$ cat src/rtl/id_ex_if.sv
// id_ex_if
//   Bundles the decode stage's pipeline-side signals.
//   master : the surrounding pipeline (IF/ID register, register file, EX control).
//   slave  : the id_ex_stage itself.
//   Inputs to the stage : if_id_valid/instr/pc, rd1, rd2, ex_stall, flush.
//   Outputs of the stage: A1, A2, id_stall and the ID/EX register contents (ex_*).
interface id_ex_if;
    logic        if_id_valid;
    logic [31:0] if_id_instr;
    logic [31:0] if_id_pc;
    logic [31:0] rd1;
    logic [31:0] rd2;
    logic        ex_stall;
    logic        flush;

    logic [4:0]  A1;
    logic [4:0]  A2;
    logic        id_stall;
    logic        ex_valid;
    logic [31:0] ex_pc;
    logic [31:0] ex_rs1_data;
    logic [31:0] ex_rs2_data;
    logic [31:0] ex_imm;
    logic [4:0]  ex_rs1;
    logic [4:0]  ex_rs2;
    logic [4:0]  ex_rd;
    logic [2:0]  ex_funct3;
    logic        ex_funct7b5;
    logic [6:0]  ex_opcode;
    logic        ex_reg_write;
    logic        ex_mem_read;
    logic        ex_mem_write;
    logic        ex_branch;
    logic        ex_jump;
    logic        ex_alu_src;
    logic        ex_illegal;

    modport master (
        output if_id_valid, if_id_instr, if_id_pc, rd1, rd2, ex_stall, flush,
        input  A1, A2, id_stall, ex_valid, ex_pc, ex_rs1_data, ex_rs2_data, ex_imm,
               ex_rs1, ex_rs2, ex_rd, ex_funct3, ex_funct7b5, ex_opcode,
               ex_reg_write, ex_mem_read, ex_mem_write, ex_branch, ex_jump,
               ex_alu_src, ex_illegal
    );

    modport slave (
        input  if_id_valid, if_id_instr, if_id_pc, rd1, rd2, ex_stall, flush,
        output A1, A2, id_stall, ex_valid, ex_pc, ex_rs1_data, ex_rs2_data, ex_imm,
               ex_rs1, ex_rs2, ex_rd, ex_funct3, ex_funct7b5, ex_opcode,
               ex_reg_write, ex_mem_read, ex_mem_write, ex_branch, ex_jump,
               ex_alu_src, ex_illegal
    );
endinterface

$ cat src/rtl/id_ex_stage.sv
// id_ex_stage
//   RV32I decode / operand-fetch stage and the ID/EX pipeline register.
//   Drives register file read addresses, decodes controls and immediates,
//   detects load-use hazards and inserts a single bubble for them.
//   clk   : pipeline clock
//   reset : asynchronous, active-high; clears the ID/EX register
//   bus   : id_ex_if.slave (see id_ex_if.sv for the signal list)
module id_ex_stage (
    input logic   clk,
    input logic   reset,
    id_ex_if.slave bus
);
    localparam logic [6:0] OP_R      = 7'b0110011;
    localparam logic [6:0] OP_I_ALU  = 7'b0010011;
    localparam logic [6:0] OP_LOAD   = 7'b0000011;
    localparam logic [6:0] OP_STORE  = 7'b0100011;
    localparam logic [6:0] OP_BRANCH = 7'b1100011;
    localparam logic [6:0] OP_JAL    = 7'b1101111;
    localparam logic [6:0] OP_JALR   = 7'b1100111;
    localparam logic [6:0] OP_LUI    = 7'b0110111;
    localparam logic [6:0] OP_AUIPC  = 7'b0010111;

    typedef struct packed {
        logic        valid;
        logic [31:0] pc;
        logic [31:0] rs1_data;
        logic [31:0] rs2_data;
        logic [31:0] imm;
        logic [4:0]  rs1;
        logic [4:0]  rs2;
        logic [4:0]  rd;
        logic [2:0]  funct3;
        logic        funct7b5;
        logic [6:0]  opcode;
        logic        reg_write;
        logic        mem_read;
        logic        mem_write;
        logic        branch;
        logic        jump;
        logic        alu_src;
        logic        illegal;
    } id_ex_t;

    // A killed slot keeps its data but must never carry a side effect.
    function automatic id_ex_t kill(input id_ex_t s);
        id_ex_t k;
        k           = s;
        k.valid     = 1'b0;
        k.reg_write = 1'b0;
        k.mem_read  = 1'b0;
        k.mem_write = 1'b0;
        k.branch    = 1'b0;
        k.jump      = 1'b0;
        k.alu_src   = 1'b0;
        k.illegal   = 1'b0;
        return k;
    endfunction

    logic [31:0] instr;
    logic [31:0] imm_i, imm_s, imm_b, imm_u, imm_j;
    id_ex_t      dec;
    id_ex_t      ex_d, ex_q;
    logic        uses_rs1, uses_rs2;
    logic        hazard;

    assign instr  = bus.if_id_instr;
    assign bus.A1 = instr[19:15];
    assign bus.A2 = instr[24:20];

    assign imm_i = {{20{instr[31]}}, instr[31:20]};
    assign imm_s = {{20{instr[31]}}, instr[31:25], instr[11:7]};
    assign imm_b = {{19{instr[31]}}, instr[31], instr[7], instr[30:25], instr[11:8], 1'b0};
    assign imm_u = {instr[31:12], 12'b0};
    assign imm_j = {{11{instr[31]}}, instr[31], instr[19:12], instr[20], instr[30:21], 1'b0};

    always_comb begin
        // NOTE: every output of this block gets a default first so no path leaves it unassigned and infers a latch.
        dec          = '0;
        uses_rs1     = 1'b0;
        uses_rs2     = 1'b0;
        dec.pc       = bus.if_id_pc;
        dec.rs1_data = bus.rd1;
        dec.rs2_data = bus.rd2;
        dec.rs1      = instr[19:15];
        dec.rs2      = instr[24:20];
        dec.rd       = instr[11:7];
        dec.funct3   = instr[14:12];
        dec.funct7b5 = instr[30];
        dec.opcode   = instr[6:0];

        case (instr[6:0])
            OP_R: begin
                dec.reg_write = 1'b1;
                uses_rs1 = 1'b1;
                uses_rs2 = 1'b1;
            end
            OP_I_ALU: begin
                dec.reg_write = 1'b1;
                dec.alu_src   = 1'b1;
                dec.imm       = imm_i;
                uses_rs1      = 1'b1;
            end
            OP_LOAD: begin
                dec.reg_write = 1'b1;
                dec.mem_read  = 1'b1;
                dec.alu_src   = 1'b1;
                dec.imm       = imm_i;
                uses_rs1      = 1'b1;
            end
            OP_STORE: begin
                dec.mem_write = 1'b1;
                dec.alu_src   = 1'b1;
                dec.imm       = imm_s;
                uses_rs1      = 1'b1;
                uses_rs2      = 1'b1;
            end
            OP_BRANCH: begin
                dec.branch = 1'b1;
                dec.imm    = imm_b;
                uses_rs1   = 1'b1;
                uses_rs2   = 1'b1;
            end
            OP_JAL: begin
                dec.reg_write = 1'b1;
                dec.jump      = 1'b1;
                dec.imm       = imm_j;
            end
            OP_JALR: begin
                dec.reg_write = 1'b1;
                dec.jump      = 1'b1;
                dec.alu_src   = 1'b1;
                dec.imm       = imm_i;
                uses_rs1      = 1'b1;
            end
            OP_LUI, OP_AUIPC: begin
                dec.reg_write = 1'b1;
                dec.alu_src   = 1'b1;
                dec.imm       = imm_u;
            end
            default: dec.illegal = 1'b1;
        endcase

        // x0 is never written, so EX and forwarding never see it as a destination.
        if (dec.rd == 5'd0) dec.reg_write = 1'b0;

        dec.valid = bus.if_id_valid;
        if (!bus.if_id_valid) dec = kill(dec);
    end

    // Only the load sitting in EX can produce a value too late for forwarding.
    assign hazard = bus.if_id_valid && ex_q.valid && ex_q.mem_read && (ex_q.rd != 5'd0) &&
                    ((uses_rs1 && (ex_q.rd == dec.rs1)) || (uses_rs2 && (ex_q.rd == dec.rs2)));

    assign bus.id_stall = !bus.flush && (bus.ex_stall || hazard);

    always_comb begin
        ex_d = ex_q;
        if (bus.flush)         ex_d = kill(ex_q);
        else if (bus.ex_stall) ex_d = ex_q;
        else if (hazard)       ex_d = kill(ex_q);
        else                   ex_d = dec;
    end

    // NOTE: state registers use non-blocking assignments so every flop samples the pre-edge values.
    always_ff @(posedge clk or posedge reset) begin
        if (reset) ex_q <= '0;
        else       ex_q <= ex_d;
    end

    assign bus.ex_valid     = ex_q.valid;
    assign bus.ex_pc        = ex_q.pc;
    assign bus.ex_rs1_data  = ex_q.rs1_data;
    assign bus.ex_rs2_data  = ex_q.rs2_data;
    assign bus.ex_imm       = ex_q.imm;
    assign bus.ex_rs1       = ex_q.rs1;
    assign bus.ex_rs2       = ex_q.rs2;
    assign bus.ex_rd        = ex_q.rd;
    assign bus.ex_funct3    = ex_q.funct3;
    assign bus.ex_funct7b5  = ex_q.funct7b5;
    assign bus.ex_opcode    = ex_q.opcode;
    assign bus.ex_reg_write = ex_q.reg_write;
    assign bus.ex_mem_read  = ex_q.mem_read;
    assign bus.ex_mem_write = ex_q.mem_write;
    assign bus.ex_branch    = ex_q.branch;
    assign bus.ex_jump      = ex_q.jump;
    assign bus.ex_alu_src   = ex_q.alu_src;
    assign bus.ex_illegal   = ex_q.illegal;
endmodule

$ cat src/flat_wrapper.sv
// flat-port wrapper written by rule: the top's interface ports become plain ports
module id_ex_stage_flat 
  (clk, reset, bus_if_id_valid, bus_if_id_instr, bus_if_id_pc, bus_rd1, bus_rd2, bus_ex_stall, bus_flush, bus_A1, bus_A2, bus_id_stall, bus_ex_valid, bus_ex_pc, bus_ex_rs1_data, bus_ex_rs2_data, bus_ex_imm, bus_ex_rs1, bus_ex_rs2, bus_ex_rd, bus_ex_funct3, bus_ex_funct7b5, bus_ex_opcode, bus_ex_reg_write, bus_ex_mem_read, bus_ex_mem_write, bus_ex_branch, bus_ex_jump, bus_ex_alu_src, bus_ex_illegal);
  id_ex_if bus_i ();
  input logic clk;
  input logic reset;
  input wire logic [$bits(bus_i.if_id_valid)-1:0] bus_if_id_valid;
  input wire logic [$bits(bus_i.if_id_instr)-1:0] bus_if_id_instr;
  input wire logic [$bits(bus_i.if_id_pc)-1:0] bus_if_id_pc;
  input wire logic [$bits(bus_i.rd1)-1:0] bus_rd1;
  input wire logic [$bits(bus_i.rd2)-1:0] bus_rd2;
  input wire logic [$bits(bus_i.ex_stall)-1:0] bus_ex_stall;
  input wire logic [$bits(bus_i.flush)-1:0] bus_flush;
  output wire logic [$bits(bus_i.A1)-1:0] bus_A1;
  output wire logic [$bits(bus_i.A2)-1:0] bus_A2;
  output wire logic [$bits(bus_i.id_stall)-1:0] bus_id_stall;
  output wire logic [$bits(bus_i.ex_valid)-1:0] bus_ex_valid;
  output wire logic [$bits(bus_i.ex_pc)-1:0] bus_ex_pc;
  output wire logic [$bits(bus_i.ex_rs1_data)-1:0] bus_ex_rs1_data;
  output wire logic [$bits(bus_i.ex_rs2_data)-1:0] bus_ex_rs2_data;
  output wire logic [$bits(bus_i.ex_imm)-1:0] bus_ex_imm;
  output wire logic [$bits(bus_i.ex_rs1)-1:0] bus_ex_rs1;
  output wire logic [$bits(bus_i.ex_rs2)-1:0] bus_ex_rs2;
  output wire logic [$bits(bus_i.ex_rd)-1:0] bus_ex_rd;
  output wire logic [$bits(bus_i.ex_funct3)-1:0] bus_ex_funct3;
  output wire logic [$bits(bus_i.ex_funct7b5)-1:0] bus_ex_funct7b5;
  output wire logic [$bits(bus_i.ex_opcode)-1:0] bus_ex_opcode;
  output wire logic [$bits(bus_i.ex_reg_write)-1:0] bus_ex_reg_write;
  output wire logic [$bits(bus_i.ex_mem_read)-1:0] bus_ex_mem_read;
  output wire logic [$bits(bus_i.ex_mem_write)-1:0] bus_ex_mem_write;
  output wire logic [$bits(bus_i.ex_branch)-1:0] bus_ex_branch;
  output wire logic [$bits(bus_i.ex_jump)-1:0] bus_ex_jump;
  output wire logic [$bits(bus_i.ex_alu_src)-1:0] bus_ex_alu_src;
  output wire logic [$bits(bus_i.ex_illegal)-1:0] bus_ex_illegal;
  assign bus_i.if_id_valid = bus_if_id_valid;
  assign bus_i.if_id_instr = bus_if_id_instr;
  assign bus_i.if_id_pc = bus_if_id_pc;
  assign bus_i.rd1 = bus_rd1;
  assign bus_i.rd2 = bus_rd2;
  assign bus_i.ex_stall = bus_ex_stall;
  assign bus_i.flush = bus_flush;
  assign bus_A1 = bus_i.A1;
  assign bus_A2 = bus_i.A2;
  assign bus_id_stall = bus_i.id_stall;
  assign bus_ex_valid = bus_i.ex_valid;
  assign bus_ex_pc = bus_i.ex_pc;
  assign bus_ex_rs1_data = bus_i.ex_rs1_data;
  assign bus_ex_rs2_data = bus_i.ex_rs2_data;
  assign bus_ex_imm = bus_i.ex_imm;
  assign bus_ex_rs1 = bus_i.ex_rs1;
  assign bus_ex_rs2 = bus_i.ex_rs2;
  assign bus_ex_rd = bus_i.ex_rd;
  assign bus_ex_funct3 = bus_i.ex_funct3;
  assign bus_ex_funct7b5 = bus_i.ex_funct7b5;
  assign bus_ex_opcode = bus_i.ex_opcode;
  assign bus_ex_reg_write = bus_i.ex_reg_write;
  assign bus_ex_mem_read = bus_i.ex_mem_read;
  assign bus_ex_mem_write = bus_i.ex_mem_write;
  assign bus_ex_branch = bus_i.ex_branch;
  assign bus_ex_jump = bus_i.ex_jump;
  assign bus_ex_alu_src = bus_i.ex_alu_src;
  assign bus_ex_illegal = bus_i.ex_illegal;
  id_ex_stage u_core (.clk(clk), .reset(reset), .bus(bus_i));
endmodule
$ cat config.mk
export PLATFORM = sky130hd
export DESIGN_NAME = id_ex_stage_flat
export DESIGN_NICKNAME = d
export VERILOG_FILES = /design/src/rtl/id_ex_if.sv /design/src/rtl/id_ex_stage.sv /design/src/flat_wrapper.sv
export SDC_FILE = /design/constraint.sdc
export NUM_CORES = 1
export LEC_CHECK = 0
export CAP_MARGIN = 40
export CORE_MARGIN = 2
export CORE_UTILIZATION = 30
export CTS_CLUSTER_SIZE = 10
export DETAILED_ROUTE_END_ITERATION = 8
export DONT_BUFFER_PORTS = 1
export PLACE_DENSITY_LB_ADDON = 0.2
export SKIP_LAST_GASP = 1
export SLEW_MARGIN = 20
export SYNTH_ARGS = -nofsm -noshare
export SYNTH_HDL_FRONTEND = slang
export SYNTH_SLANG_ARGS = --single-unit
$ cat constraint.sdc
create_clock -name clk -period 6.29 [get_ports clk]
set_input_delay 1.887 -clock clk [delete_from_list [all_inputs] [get_ports clk]]
set_output_delay 1.887 -clock clk [all_outputs]
set_load 0.03 [all_outputs]
==> impl_metrics.py, run 1 <==
metrics = {
    "outcome": {
        "outcome": "completed",
    },
    "die": {
        "coreArea_sq_um": 23300,
        "num_rows": 56,
        "die_h_um": 158,
        "io_pins": 306,
        "die_w_um": 158,
        "dieArea_sq_um": 24800,
        "start_util_pct": 30.3,
    },
    "cells_and_area": {
        "drive_above_1_share_pct": 38.4,
        "antenna_cells": 0,
        "final_cell_area_sq_um": 7890,
        "layout.nets": 606,
        "final_common_cell": "dfrtp_1",
        "area_growth_pct": 11.4,
        "final_cells": 804,
        "fillCellCount": 2270,
        "layout_common_cells": "dfrtp_1, mux2_2, mux2_4",
        "utilization_pct": 33.8,
    },
    "clock_network": {
        "numCtsBuffers": 17,
        "clkTransAtPathRegs_ns": 0.07,
        "cts.sinks": 162,
        "clkLatencyLatePin_ns": 0.42,
        "ctsHoldBuffers": 0,
        "root_buffer": "clkbuf_16",
        "cts_setup_buffers": 0,
        "cts_buffer_depth": 2,
        "ctsHtreeMaxLevel": 4,
        "cts_tree": "yes",
        "ctsResizeCount": 0,
    },
    "synthesis": {
        "synth_xor_area_share_pct": 1.24,
        "postSynthAreaPerCell_sq_um": 14.7,
        "netlist_area_sq_um": 7080,
        "synth_cells": 480,
        "synthDistinctLibCells": 47,
        "synth_top_flop_cell": "dfrtp_1",
        "synth-simple-area-share_pct": 3.78,
        "synth_nets": 613,
        "synthArstFlopShare_pct": 100,
        "muxShareOfSynthArea_pct": 24.1,
        "ys_seq_area_share_pct": 57.3,
        "synthAdderAreaFrac_pct": 0,
        "synth_top_family_by_area": "multiplexers",
        "ys.warnings.count": 0,
        "synth-seq-cells": 162,
        "synth_compound_area_share_pct": 8.55,
        "synth_edf_count": 0,
    },
    "placement": {
        "dpl.hpwl_um": 12700,
        "dpl_cell_area_sq_um": 7300,
        "placedCellCount": 773,
        "port_buffers": 0,
        "finalWeightedCongestion": 0.816,
        "preCtsSetupSlack_ns": 0.980,
    },
    "power": {
        "power-per-cell-area_nw_per_um2": 361,
        "p_leak_nw": 3.36,
        "power_mw": 2.85,
        "irDropWorstVdd_v": 0.000162,
    },
    "timing": {
        "final-setup-viol-count": 0,
        "period_minus_slack_ns": 5.32,
        "tightest_slew_ns": 0.768,
        "slew_headroom_pct": 48.4,
        "fin_skew_ns": 0.0109,
        "grt_setup_unrepaired": "false",
        "tns_ns": 0,
        "fin_ws_ns": 0.973,
        "final-max-slew-violation-count": 0,
        "timing.fmax_ghz": 0.188,
        "fin_hold_ws_ns": 0.694,
        "period_share_pct": 84.5,
        "hold_viol": 0,
    },
    "worst_setup_path": {
        "crit_family": "simple AND/OR/NAND/NOR gates",
        "end_kind": "output pin",
        "worst_path_max_delay_cell": "and4bb_1",
        "startpoint_type": "primary input",
        "crit_path_max_fanout": 17,
        "critical_path_buf_inv_count": 2,
        "arrival_ns": 3.43,
        "required_ns": 4.40,
        "cp_common_cell": "buf_4",
        "slowest_delay_ns": 0.34,
        "path_class": "primary input to output pin",
        "crit_chain": "and4bb_1 > nand3_1 > o22a_1 > nand2b_1 > buf_4 > a21oi_1 > buf_4",
    },
    "grt": {
        "grt_max_degree": 94,
        "grt_first_pass_wirelength_um": 25800,
        "grt_usage_pct": 13.8,
        "grt_pass1_vias": 4148,
        "antenna_found_initial": 0,
        "gr-total-overflow": 0,
    },
    "route": {
        "wl_per_cell_um": 22.3,
        "ant_nets": 0,
        "drt_iter0_drc": 244,
        "wl_um": 17900,
        "dr.pass1.iters": 4,
        "vias": 4025,
        "vias_per_cell": 5.01,
        "drc_errors": 0,
    },
    "run": {
        "cap_viol_max_count": 0,
    },
    "hold_path": {
        "hold_path_class": "flop to flop",
    },
}
## layer usage
layer / track usage (%) / share of wire [%]
met2: 22.3 / 49
met1: 16.7 / 40
met3: 5.04 / 9.4
met4: 5.97 / 1.8
met5: 0 / 0
## sequential cells by signal, summed over array words and instances, names as in the netlist
signal,count
u_core.bus.ex_alu_src,1
u_core.bus.ex_branch,1
u_core.bus.ex_funct3,3
u_core.bus.ex_funct7b5,1
u_core.bus.ex_illegal,1
u_core.bus.ex_imm,32
u_core.bus.ex_jump,1
u_core.bus.ex_mem_read,1
u_core.bus.ex_mem_write,1
u_core.bus.ex_opcode,7
u_core.bus.ex_pc,32
u_core.bus.ex_rd,5
u_core.bus.ex_reg_write,1
u_core.bus.ex_rs1,5
u_core.bus.ex_rs1_data,32
u_core.bus.ex_rs2,5
u_core.bus.ex_rs2_data,32
u_core.bus.ex_valid,1
## kinds of logic (layout without fill, tap and decap cells)
kind of cell	after synthesis	after routing
mux	139	139
buf+inv	49	54
flops	162	162
compound gates	72	72
xor+xnor	10	10
simple gates	48	48
## worst register-to-register path, delay by kind of cell, from the launching register on
kind,cells,cell delay [ns]
mux,1,0.41
flops,1,0.69
simple gates,1,0.16
compound gates,2,0.35
xor+xnor,1,0.18
buf+inv,2,0.66
## power breakdown
group	switching (mW)	leakage (nW)	internal (mW)	total (mW)
Clock	0.450	0.280	0.609	1.06
Sequential	0.372	1.97	1.17	1.54
Combinational	0.0990	1.11	0.155	0.254
Total	0.922	3.36	1.93	2.85
## synthesized netlist by cell type (6+ instances only)
| master | number | area [sq um] |
|---|---|---|
| nor2_1 | 11 | 41.3 |
| a22o_1 | 7 | 61.3 |
| a211oi_1 | 8 | 60.1 |
| o21ai_0 | 7 | 35.0 |
| nand2_1 | 6 | 22.5 |
| dfrtp_1 | 162 | 4050 |
| a2bb2oi_2 | 9 | 135 |
| o2111ai_1 | 6 | 52.6 |
| mux2i_1 | 6 | 60.1 |
| a21oi_1 | 10 | 50.1 |
| mux2_4 | 39 | 586 |
| inv_1 | 15 | 56.3 |
| buf_4 | 20 | 150 |
| mux2_2 | 94 | 1060 |
| xnor2_1 | 10 | 87.6 |
| nand4_1 | 6 | 37.5 |
| a21o_1 | 6 | 45.0 |
## layout make-up
class / count / area [sq um] / share of cell area, %
Sequential cell: 162 / 4050 / 51.4
Multi-Input combinational cell: 269 / 2680 / 34.0
Clock buffer: 20 / 457 / 5.79
Tap cell: 319 / 399 / 5.06
Clock inverter: 11 / 128 / 1.62
Timing Repair Buffer: 8 / 110 / 1.40
Inverter: 15 / 61.3 / 0.777
## final timing paths
path                                                   startpoint                                     end  slack (ns)  cells after the start
worst max register to register    u_core.bus.ex_rd[4]$_DFFE_PP0P_        u_core.bus.ex_pc[14]$_DFFE_PP0P_        3.72                      7
worst min register to register  u_core.bus.ex_imm[30]$_DFFE_PP0P_       u_core.bus.ex_imm[30]$_DFFE_PP0P_        0.69                      2
worst min-delay path            u_core.bus.ex_imm[30]$_DFFE_PP0P_       u_core.bus.ex_imm[30]$_DFFE_PP0P_        0.69                      2
worst max-delay path                           bus_if_id_instr[2]                            bus_id_stall        0.97                      7
max in group asynchronous                                   reset       u_core.bus.ex_imm[25]$_DFFE_PP0P_        3.50                      3
min in group asynchronous                                   reset  u_core.bus.ex_rs2_data[16]$_DFFE_PP0P_        1.37                      1
Power figures use the tool's default switching activity.
==> inputs of run 2 (changes only) <==
==> constraint.sdc (replaced) <==
create_clock -name clk -period 5.5 [get_ports clk]
set_input_delay 1.65 -clock clk [delete_from_list [all_inputs] [get_ports clk]]
set_output_delay 1.65 -clock clk [all_outputs]
set_load 0.03 [all_outputs]
==> run 2 against run 1 <==
Effect of this change: clock skew increased by 0.0025 ns; routed wire length decreased by 3.0%; flip-flop and latch count unchanged; final area decreased by 0.81%; hold slack got worse by 0.0039 ns; sequential share of layout area increased by 0.42 points; power increased by 12%; critical path type unchanged; critical endpoint unchanged; largest power group unchanged; highest routed layer unchanged.
==> impl_metrics.py, run 2 (synthesis results as in run 1) <==
metrics = {
    "clock_network": {
        "cts.sinks": 162,
        "cts_buffer_depth": 2,
        "cts_setup_buffers": 0,
        "clkTransAtPathRegs_ns": 0.06,
        "ctsHtreeMaxLevel": 4,
        "clkLatencyLatePin_ns": 0.42,
        "ctsResizeCount": 0,
        "root_buffer": "clkbuf_16",
        "cts_tree": "yes",
        "numCtsBuffers": 17,
        "ctsHoldBuffers": 0,
    },
    "cells_and_area": {
        "seq_area_sq_um": 4050,
        "utilization_pct": 33.5,
        "antenna_cells": 0,
        "multi_input_area_sq_um": 2680,
        "layout_common_cells": "dfrtp_1, mux2_2, mux2_4",
        "drive_above_1_share_pct": 37.9,
        "layout.nets": 604,
        "final_cell_area_sq_um": 7830,
        "final_cells": 802,
        "fillCellCount": 2265,
        "final_common_cell": "dfrtp_1",
        "area_growth_pct": 10.5,
    },
    "placement": {
        "finalWeightedCongestion": 0.778,
        "port_buffers": 0,
        "placedCellCount": 771,
        "dpl_cell_area_sq_um": 7260,
        "preCtsSetupSlack_ns": 0.857,
        "dpl.hpwl_um": 12400,
    },
    "timing": {
        "grt_setup_unrepaired": "false",
        "final-max-slew-violation-count": 0,
        "slew_headroom_pct": 34.1,
        "fin_ws_ns": 0.820,
        "period_minus_slack_ns": 4.68,
        "timing.fmax_ghz": 0.214,
        "tightest_slew_ns": 0.988,
        "hold_viol": 0,
        "period_share_pct": 85.1,
        "final-setup-viol-count": 0,
        "tns_ns": 0,
        "fin_skew_ns": 0.0135,
    },
    "grt": {
        "grt_first_pass_wirelength_um": 25200,
        "grt_max_degree": 163,
        "antenna_found_initial": 0,
        "gr-total-overflow": 0,
        "grt_pass1_vias": 4088,
        "grt_usage_pct": 13.5,
    },
    "worst_setup_path": {
        "arrival_ns": 3.03,
        "required_ns": 3.85,
        "end_kind": "output pin",
        "crit_path_max_fanout": 12,
        "path_class": "primary input to output pin",
        "startpoint_type": "primary input",
    },
    "power": {
        "irDropWorstVdd_v": 0.000166,
        "p_leak_nw": 3.32,
        "power-per-cell-area_nw_per_um2": 408,
    },
    "route": {
        "wl_per_cell_um": 21.7,
        "drc_errors": 0,
        "drt_iter0_drc": 261,
        "vias": 3954,
        "wl_um": 17400,
        "vias_per_cell": 4.93,
        "dr.pass1.iters": 4,
        "ant_nets": 0,
    },
    "die": {
        "die_w_um": 158,
        "start_util_pct": 30.3,
        "num_rows": 56,
        "coreArea_sq_um": 23300,
        "die_h_um": 158,
        "dieArea_sq_um": 24800,
        "io_pins": 306,
    },
    "run": {
        "cap_viol_max_count": 0,
    },
    "outcome": {
        "outcome": "completed",
    },
    "hold_path": {
        "hold_path_class": "flop to flop",
    },
}
run 2: worst paths after layout:
path                                              startpoint                                    end  slack (ns)  cells past startpoint
max in group asynchronous                              reset      u_core.bus.ex_imm[31]$_DFFE_PP0P_        3.52                      2
min                        u_core.bus.ex_imm[25]$_DFFE_PP0P_      u_core.bus.ex_imm[25]$_DFFE_PP0P_        0.69                      2
max                                       bus_if_id_instr[2]                           bus_id_stall        0.82                      6
min in group asynchronous                              reset  u_core.bus.ex_rs1_data[7]$_DFFE_PP0P_        1.36                      2
max reg2reg                  u_core.bus.ex_rd[3]$_DFFE_PP0P_  u_core.bus.ex_rs2_data[0]$_DFFE_PP0P_        2.75                      6
min reg2reg                u_core.bus.ex_imm[25]$_DFFE_PP0P_      u_core.bus.ex_imm[25]$_DFFE_PP0P_        0.69                      2
run 2: metrics by stage:
stage | hold slack [ns] | power [mW]
6_report | 0.690 | 3.19
5_1_grt | 0.718 | 3.34
4_1_cts | 0.698 | 3.25
3_5_place_dp | 0.685 | 2.08
3_3_place_gp | 0.686 | 2.07
2_1_floorplan | 0.654 | 2.01
run 2: where the power goes:
part,total [mW],internal (mW),switching [mW]
registers,1.76,1.33,0.426
clock network,1.15,0.643,0.502
logic,0.287,0.175,0.112
total,3.19,2.15,1.04
run 2: area by class of cell:
class                   count  area share [%]
repair buffers              6           0.863
inverters                  15           0.768
clock inverters            12            1.60
flip-flops and latches    162            51.8
multi-input cells         269            34.2
clock buffers              19            5.66
well taps                 319            5.10
run 2: critical path: stages:
cell,delay (ns)
and4bb_1,0.35
nand3_1,0.13
o22a_1,0.34
nand2b_1,0.21
a21oi_1,0.16
buf_4,0.18
run 2: routing by layer:
metal  up-vias  wire (um)  GRT usage [%]  part of all wire, %
met1      2025       6730           15.6                   39
met3        12       1700           5.56                  9.8
li1       1727          -              -                    -
met2       190       8710           22.9                   50
met5         -          0              0                    0
met4         0        230           4.07                  1.3
==> inputs of run 3 (changes only) <==
--- a/config.mk
+++ b/config.mk
@@ -11,6 +11,7 @@
 export CTS_CLUSTER_SIZE = 10
 export DETAILED_ROUTE_END_ITERATION = 8
 export DONT_BUFFER_PORTS = 1
+export MAX_ROUTING_LAYER = met4
 export PLACE_DENSITY_LB_ADDON = 0.2
 export SKIP_LAST_GASP = 1
 export SLEW_MARGIN = 20
==> run 3 against run 2 <==
Effect of this change: clock power about the same; final cell count did not move; largest power group unchanged; sequential share of layout area stayed put; final area unchanged; fmax up 0.23%; global-route usage increased by 0.44 points; sequential power barely moved.
==> impl_metrics.py, run 3 (synthesis results as in run 1) <==
metrics = {
    "clock_network": {
        "ctsResizeCount": 0,
        "numCtsBuffers": 17,
        "cts_setup_buffers": 0,
        "clkLatencyLatePin_ns": 0.42,
        "cts_buffer_depth": 2,
        "ctsHtreeMaxLevel": 4,
        "clkTransAtPathRegs_ns": 0.06,
        "cts.sinks": 162,
        "cts_tree": "yes",
        "root_buffer": "clkbuf_16",
        "ctsHoldBuffers": 0,
    },
    "outcome": {
        "outcome": "completed",
    },
    "run": {
        "cap_viol_max_count": 0,
    },
    "power": {
        "intPower_mw": 2.15,
        "p_seq_share_pct": 55.1,
        "pwr-share-clk_pct": 35.9,
        "switching_share_pct": 32.6,
        "p_sw_mw": 1.04,
        "power_mw": 3.19,
        "p_leak_nw": 3.32,
        "irDropWorstVdd_v": 0.000164,
        "power-per-cell-area_nw_per_um2": 408,
        "combPwrFrac_pct": 9.0,
    },
    "placement": {
        "port_buffers": 0,
        "preCtsSetupSlack_ns": 0.857,
        "finalWeightedCongestion": 0.788,
        "dpl.hpwl_um": 12400,
        "dpl_cell_area_sq_um": 7260,
        "placedCellCount": 771,
    },
    "timing": {
        "fin_ws_ns": 0.830,
        "tns_ns": 0,
        "period_minus_slack_ns": 4.67,
        "slew_headroom_pct": 35.3,
        "tightest_slew_ns": 0.971,
        "grt_setup_unrepaired": "false",
        "fin_skew_ns": 0.0159,
        "hold_viol": 0,
        "final-setup-viol-count": 0,
        "fin_hold_ws_ns": 0.690,
        "final-max-slew-violation-count": 0,
        "timing.fmax_ghz": 0.214,
        "period_share_pct": 84.9,
    },
    "route": {
        "vias_per_cell": 4.95,
        "drt_iter0_drc": 242,
        "drc_errors": 0,
        "wl_per_cell_um": 21.7,
        "vias": 3968,
        "dr.pass1.iters": 4,
        "ant_nets": 0,
        "wl_um": 17400,
    },
    "cells_and_area": {
        "layout.nets": 604,
        "layout_common_cells": "dfrtp_1, mux2_2, mux2_4",
        "antenna_cells": 0,
        "final_cell_area_sq_um": 7830,
        "final_common_cell": "dfrtp_1",
        "fillCellCount": 2265,
        "seq_area_sq_um": 4050,
        "drive_above_1_share_pct": 37.9,
        "utilization_pct": 33.5,
        "area_growth_pct": 10.5,
        "final_cells": 802,
        "multi_input_area_sq_um": 2680,
    },
    "grt": {
        "grt_usage_pct": 14.0,
        "grt_pass1_vias": 4071,
        "gr-total-overflow": 0,
        "grt_first_pass_wirelength_um": 25200,
        "antenna_found_initial": 0,
        "grt_max_degree": 163,
    },
    "worst_setup_path": {
        "required_ns": 3.85,
        "end_kind": "output pin",
        "arrival_ns": 3.02,
        "path_class": "primary input to output pin",
        "crit_path_max_fanout": 12,
        "startpoint_type": "primary input",
    },
    "die": {
        "num_rows": 56,
        "dieArea_sq_um": 24800,
        "die_w_um": 158,
        "die_h_um": 158,
        "start_util_pct": 30.3,
        "io_pins": 306,
        "coreArea_sq_um": 23300,
    },
    "hold_path": {
        "hold_path_class": "flop to flop",
    },
}
==> run 3: cell counts in the layout (fill, tap and decap cells not counted) <==
Identical to the previous run, type by type.
==> run 3: layout make-up <==
class | count | area share (%)
Sequential cell | 162 | 51.8
Clock buffer | 19 | 5.66
Clock inverter | 12 | 1.60
Inverter | 15 | 0.768
Multi-Input combinational cell | 269 | 34.2
Tap cell | 319 | 5.10
Timing Repair Buffer | 6 | 0.863
==> run 3: power by group through the flow <==
stage	Combinational, mW	Clock [mW]	Sequential [mW]
after floorplan	0.275	0	1.74
after global placement	0.283	0	1.79
after detailed placement	0.291	0	1.79
after CTS	0.292	1.19	1.77
after global routing	0.313	1.24	1.78
final	0.287	1.15	1.76
==> run 3: metal layers <==
layer	global-route usage (%)	wire length, um	up-vias
li1	-	-	1719
met1	16.1	6780	2039
met2	22.7	8720	197
met3	5.28	1680	13
met4	4.07	227	0
met5	-	0	-
==> run 3: worst paths after layout <==
path / start / to / slack [ns] / cells after the start
setup / recovery: bus_if_id_instr[2] / bus_id_stall / 0.83 / 6
max in group asynchronous: reset / u_core.bus.ex_imm[1]$_DFFE_PP0P_ / 3.45 / 2
hold / removal: u_core.bus.ex_imm[25]$_DFFE_PP0P_ / u_core.bus.ex_imm[25]$_DFFE_PP0P_ / 0.69 / 2
min in group asynchronous: reset / u_core.bus.ex_rs1_data[7]$_DFFE_PP0P_ / 1.33 / 2
hold reg to reg: u_core.bus.ex_imm[25]$_DFFE_PP0P_ / u_core.bus.ex_imm[25]$_DFFE_PP0P_ / 0.69 / 2
setup reg to reg: u_core.bus.ex_rd[3]$_DFFE_PP0P_ / u_core.bus.ex_rs2_data[0]$_DFFE_PP0P_ / 2.75 / 6
==> run 3: critical path: stages <==
cell      delay, ns
and4bb_1       0.35
nand3_1        0.13
o22a_1         0.34
nand2b_1       0.21
a21oi_1        0.16
buf_4          0.18
